==> config.mk <==
export PLATFORM = sky130hd
export DESIGN_NAME = chkrpl
export DESIGN_NICKNAME = d
export VERILOG_FILES = /design/src/rtl/chkrpl_pkg.sv /design/src/rtl/chkrpl_stage.sv /design/src/rtl/chkrpl.sv
export SDC_FILE = /design/constraint.sdc
export NUM_CORES = 1
export LEC_CHECK = 0
export ABC_AREA = 1
export CELL_PAD_IN_SITES_DETAIL_PLACEMENT = 1
export CELL_PAD_IN_SITES_GLOBAL_PLACEMENT = 1
export CORE_AREA = 3 3 40 42
export DETAILED_ROUTE_END_ITERATION = 10
export DIE_AREA = 0 0 43 45
export HOLD_SLACK_MARGIN = 0.1
export PLACE_DENSITY_LB_ADDON = 0.1
export SKIP_LAST_GASP = 1
export SLEW_MARGIN = 20
export SYNTH_ARGS = -nofsm -noshare
export SYNTH_HDL_FRONTEND = slang
export SYNTH_HIERARCHICAL = 1
export SYNTH_SLANG_ARGS = --single-unit
==> constraint.sdc <==
create_clock -name clk -period 0.83 [get_ports clk]
set_clock_uncertainty 0.1 [all_clocks]
set_input_delay 0.1245 -clock clk [delete_from_list [all_inputs] [get_ports clk]]
set_output_delay 0.1245 -clock clk [all_outputs]
set_load 0.01 [all_outputs]
==> src/rtl/chkrpl_pkg.sv <==
`default_nettype none
// ============================================================================
// Module   : chkrpl_pkg
// Brief    : Default sizing and reset constant for the chkrpl scan pipeline.
// Revision : 1.0
// ============================================================================
package chkrpl_pkg;

  localparam int          CHKRPL_WIDTH   = 4;
  localparam int          CHKRPL_STAGES  = 3;
  localparam logic [3:0]  CHKRPL_RST_VAL = 4'hA;

  // Total number of flops on the scan chain for a given geometry.
  function automatic int chkrpl_chain_len(input int width, input int stages);
    return width * stages;
  endfunction

endpackage : chkrpl_pkg
`default_nettype wire

==> src/rtl/chkrpl_stage.sv <==
`default_nettype none
// ============================================================================
// Module   : chkrpl_stage
// Brief    : One WIDTH-bit pipeline register with mux-D scan (CHKRPL_SCAN_EN).
// Revision : 1.0
// ============================================================================
module chkrpl_stage
  import chkrpl_pkg::*;
#(
  parameter int               WIDTH   = CHKRPL_WIDTH,
  parameter logic [WIDTH-1:0] RST_VAL = WIDTH'(CHKRPL_RST_VAL)
) (
  input  logic             clk,
  input  logic             reset,
  input  logic             scan_shift,
  input  logic             scan_in,
  input  logic [WIDTH-1:0] d,
  output logic [WIDTH-1:0] q,
  output logic             scan_out
);

  logic [WIDTH-1:0] r_q;
  logic [WIDTH-1:0] w_next;

`ifdef CHKRPL_SCAN_EN
  logic [WIDTH-1:0] w_shifted;

  // Chain runs bit0 -> bit WIDTH-1 within the stage.
  always_comb begin
    w_shifted    = '0;
    w_shifted[0] = scan_in;
    for (int i = 1; i < WIDTH; i++) begin
      w_shifted[i] = r_q[i-1];
    end
  end

  assign w_next   = scan_shift ? w_shifted : d;
  assign scan_out = r_q[WIDTH-1];
`else
  logic w_unused;

  assign w_unused = scan_shift ^ scan_in;
  assign w_next   = d;
  assign scan_out = 1'b0;
`endif

  always_ff @(posedge clk) begin
    if (!reset) begin
      r_q <= RST_VAL;
    end else begin
      r_q <= w_next;
    end
  end

  assign q = r_q;

endmodule : chkrpl_stage
`default_nettype wire

==> src/rtl/chkrpl.sv <==
`default_nettype none
// ============================================================================
// Module   : chkrpl
// Brief    : Fixed-latency scannable register pipeline; scan built if CHKRPL_SCAN_EN.
// Revision : 1.0
// ============================================================================
module chkrpl
  import chkrpl_pkg::*;
#(
  parameter int               WIDTH   = CHKRPL_WIDTH,
  parameter int               STAGES  = CHKRPL_STAGES,
  parameter logic [WIDTH-1:0] RST_VAL = WIDTH'(CHKRPL_RST_VAL)
) (
  input  logic             clk,
  input  logic             reset,
  input  logic [WIDTH-1:0] d_in,
  output logic [WIDTH-1:0] d_out,
  input  logic             test_mode,
  input  logic             scan_en,
  input  logic             scan_in0,
  output logic             scan_out0
);

  logic [STAGES:0][WIDTH-1:0] w_data;
  logic [STAGES:0]            w_scan;
  logic                       w_shift_en;

`ifdef CHKRPL_SCAN_EN
  // scan_en alone never disturbs functional capture.
  assign w_shift_en = test_mode & scan_en;
  assign w_scan[0]  = scan_in0;
`else
  logic w_unused;

  assign w_unused   = test_mode ^ scan_en ^ scan_in0;
  assign w_shift_en = 1'b0;
  assign w_scan[0]  = 1'b0;
`endif

  assign w_data[0] = d_in;

  for (genvar k = 0; k < STAGES; k++) begin : g_stage
    chkrpl_stage #(
      .WIDTH   (WIDTH),
      .RST_VAL (RST_VAL)
    ) u_stage (
      .clk        (clk),
      .reset      (reset),
      .scan_shift (w_shift_en),
      .scan_in    (w_scan[k]),
      .d          (w_data[k]),
      .q          (w_data[k+1]),
      .scan_out   (w_scan[k+1])
    );
  end

  assign d_out     = w_data[STAGES];
  assign scan_out0 = w_scan[STAGES];

endmodule : chkrpl
`default_nettype wire

## Yosys cells after proc, flatten, opt, wreduce, memory -nomap -nowiden

Cells that the tools add are included.

- Input bits: 9
- Flip-flop bits (word level): 12
- Output and inout bits: 5
- Logic and storage cells: 3

## Depth between registers and ports, before layout

- Depth in word-level cells: 0
- Depth in mapped cells: 2
- Mapped depth without buffers: 2

## Modules after synthesis

Netlist, hierarchy kept.

By module, submodules not included:

| module | area an instance (µm²) | cells each | instances | sequential area each (µm²) |
|---|---|---|---|---|
| chkrpl_stage | 121.4 | 14 | 3 | 80.1 |
| chkrpl | 3.8 | 1 | 1 | 0.0 |

## Worst setup path before layout

OpenSTA, ideal clock, no wires.

- Kind: reg2reg
- From: reg g_stage[0].u_stage.r_q[0]
- To: reg g_stage[1].u_stage.r_q[0]
- Buffers on the path: 0
- Period minus slack after synthesis: 0.559 ns
- Cell stages (with the launch flop): 3
- Setup time: 0.109 ns
- Arrival time: 0.350 ns
- Data required time: 0.621 ns
- Slack: 0.271 ns
- Path through: dfxtp_1 > nand2_1 > inv_1

RTL lines:

| element | line | text |
|---|---|---|
| from (decl) | chkrpl_stage.sv:22 | `logic [WIDTH-1:0] r_q;` |
| from (signal assigned) | chkrpl_stage.sv:51 | `r_q <= w_next;` |
| to (signal assigned) | chkrpl_stage.sv:51 |  |
| to (decl) | chkrpl_stage.sv:22 |  |

No word-level cell between the ends.

## Final worst setup path

- From: reg g_stage[2].u_stage.r_q[3]
- To: out d_out[3]

RTL lines:

| element | line | text |
|---|---|---|
| from (decl) | chkrpl_stage.sv:22 |  |
| from (signal assigned) | chkrpl_stage.sv:51 |  |
| to (decl) | chkrpl.sv:17 | `output logic [WIDTH-1:0] d_out,` |

No word-level cell between the ends.

==> results.py <==
metrics = {
    "cells_and_area": {
        "largest_reg_flops": 12,
        "layout-drive-gt1-share_pct": 23.1,
        "diodes": 0,
        "syn_to_final_growth_pct": 43.2,
        "design_area_um2": 489,
        "final_cell_count_no_fill": 67,
        "fill_cells": 154,
        "nets": 62,
        "fin_util_pct": 38.1,
    },
    "drt": {
        "detail_route.vias_per_cell": 3.64,
        "wl_um": 450,
        "firstDrtPassIters": 1,
        "drt_iter0_drc": 0,
        "route.vias.total": 244,
        "post-route-drc-count": 0,
        "ant_nets": 0,
        "drt-wirelength-per-cell_um": 6.72,
    },
    "clock_network": {
        "root_buffer": "clkbuf_4",
        "cts_max_level": 1,
        "clockBufferDepth": 2,
        "cts_tree": "built",
        "cts_buffers": 3,
        "clkTransAtPathRegs_ps": 70,
        "clock-sinks": 12,
        "cts_setup_buffers": 0,
        "clock_latency_ps": 260,
        "cts_hold_buf": 0,
    },
    "timing": {
        "hold_viol_final": 0,
        "fin_crit_sh_pct": 110,
        "worst_slack_ps": -82.2,
        "fmax_mhz": 1100,
        "setup_viol": 4,
        "setup_tns_ps": -317,
        "slew_violations": 0,
        "min_period_ps": 912,
        "rsz0062_at_grt": "true",
    },
    "synthesis": {
        "netlist_area_um2": 342,
        "syn_area_per_cell_um2": 8.99,
        "yosys_warnings": 6,
        "synth_nets": 47,
        "synth_cells": 38,
    },
    "status": {
        "violations": "negative setup slack",
        "status": "finished with violations",
    },
    "critical_path": {
        "r2r-end": "g_stage[1].u_stage/q[0]$_SDFF_PN0_",
        "worstPathCellList": "buf_6",
        "rr_worst_depth": 2,
        "path_buf_inv": 1,
        "cp_top_family": "flip-flops",
        "slowest_delay_ps": 320,
        "critPathMaxFanout": 1,
        "crit_slowest_cell": "dfxtp_2",
        "arrival_ps": 690,
        "r2r_slack_ps": 240,
        "path_class": "reg2out",
        "r2r_start": "g_stage[0].u_stage/q[0]$_SDFF_PN0_",
        "critPathRequiredTime_ps": 610,
        "cp-end-kind": "output pin",
        "start_kind": "flip-flop",
    },
    "run": {
        "drv_cap": 0,
    },
    "die": {
        "die-area_um2": 1940,
        "initial_core_util_pct": 26.6,
        "core_um2": 1280,
        "num_rows": 13,
        "die_w_um": 43,
        "ios": 14,
        "die_y_um": 45,
    },
    "placement": {
        "portBuffers": 9,
        "dpl_cell_area_um2": 458,
        "place_inst": 63,
        "pre_cts_slack_ps": -212,
        "gp_congestion": 0.523,
        "detailed_place_hpwl_um": 376,
    },
    "global_routing": {
        "grt_use_met2_pct": 9.28,
        "antenna_found_initial": 0,
        "grt_busiest_layer": "met2",
        "grt_max_degree": 8,
        "use_met3_pct": 4.78,
        "overflow": 0,
        "grt_pass1_wl_um": 855,
        "grtUsageTotal_pct": 6.69,
        "grtUsageMet1_pct": 6.11,
        "grt_pass1_vias": 241,
    },
    "pwr": {
        "p_sw_w": 0.000206,
        "pwr-share-seq_pct": 54.4,
        "clkPwrFrac_pct": 39.5,
        "peakVddDrop_mv": 0.910,
        "combPwrFrac_pct": 6.1,
        "p_leak_nw": 0.286,
        "internal-power_w": 0.000905,
        "switching_share_pct": 18.5,
        "p_per_area_nw_per_um2": 2270,
    },
    "hold_path": {
        "hold_class": "in2reg",
        "hold_path_end": "g_stage[0].u_stage/q[2]$_SDFF_PN0_",
        "min_from": "d_in[2]",
        "whs_path_depth": 3,
    },
}
[worst max path at each step]
stage | start | to | slack, ps | cells after the start
2_1_floorplan | g_stage[0].u_stage/q[0]$_SDFF_PN0_ | g_stage[1].u_stage/q[0]$_SDFF_PN0_ | 270 | 2
3_3_place_gp | g_stage[2].u_stage/q[0]$_SDFF_PN0_ | d_out[0] | -200 | 1
3_5_place_dp | g_stage[2].u_stage/q[3]$_SDFF_PN1_ | d_out[3] | -210 | 1
4_1_cts | g_stage[2].u_stage/q[3]$_SDFF_PN1_ | d_out[3] | -100 | 1
5_1_grt | g_stage[2].u_stage/q[3]$_SDFF_PN1_ | d_out[3] | -120 | 1
6_report | g_stage[2].u_stage/q[3]$_SDFF_PN1_ | d_out[3] | -80 | 1
[repair_timing]
action,CTS,global route
pin swaps,0,0
setup endpoints to repair,4,4
cloned,0,0
endpoints found under the hold margin,0,0
gates resized for setup,16,4
[power by group through the flow]
stage	registers (W)	logic [W]	clock network, W
detailed placement	0.000618	0.0000710	0
CTS	0.000604	0.0000664	0.000461
global route	0.000608	0.0000772	0.000490
floorplan	0.000619	0.0000213	0
finish	0.000605	0.0000675	0.000439
global placement	0.000617	0.0000674	0
[cell usage in the layout, fill, tap and decap left out]
cell,n
conb_1,1
clkbuf_4,3
buf_4,2
dfxtp_1,10
inv_1,12
buf_6,2
clkdlybuf4s50_1,5
buf_2,2
clkbuf_8,1
nand2_1,12
dfxtp_2,2
[metal layers]
layer | wire length (um) | share of wire, %
met3 | 66 | 15
met2 | 207 | 46
met4 | 0 | 0
met5 | 0 | 0
met1 | 176 | 39
[per-stage QoR]
step	total power (W)	hold WS, ps
after floorplan	0.000641	93.2
after global placement	0.000684	282
after detailed placement	0.000689	291
after CTS	0.00113	273
after global routing	0.00117	274
final	0.00111	282
[area by class of cell]
class,instances,area (um2),share of cell area (%)
sequential,12,243,49.6
timing repair buffer,11,97.6,19.9
multi-input combinational,13,48.8,9.97
inverter,12,45.0,9.21
clock buffer,4,36.3,7.42
tap,15,18.8,3.84
[worst reg2reg max path, stage by stage (launching register included)]
cell     delay, ps
dfxtp_1        300
nand2_1         60
inv_1           30
Note: power is estimated with default switching activity, not from simulation.
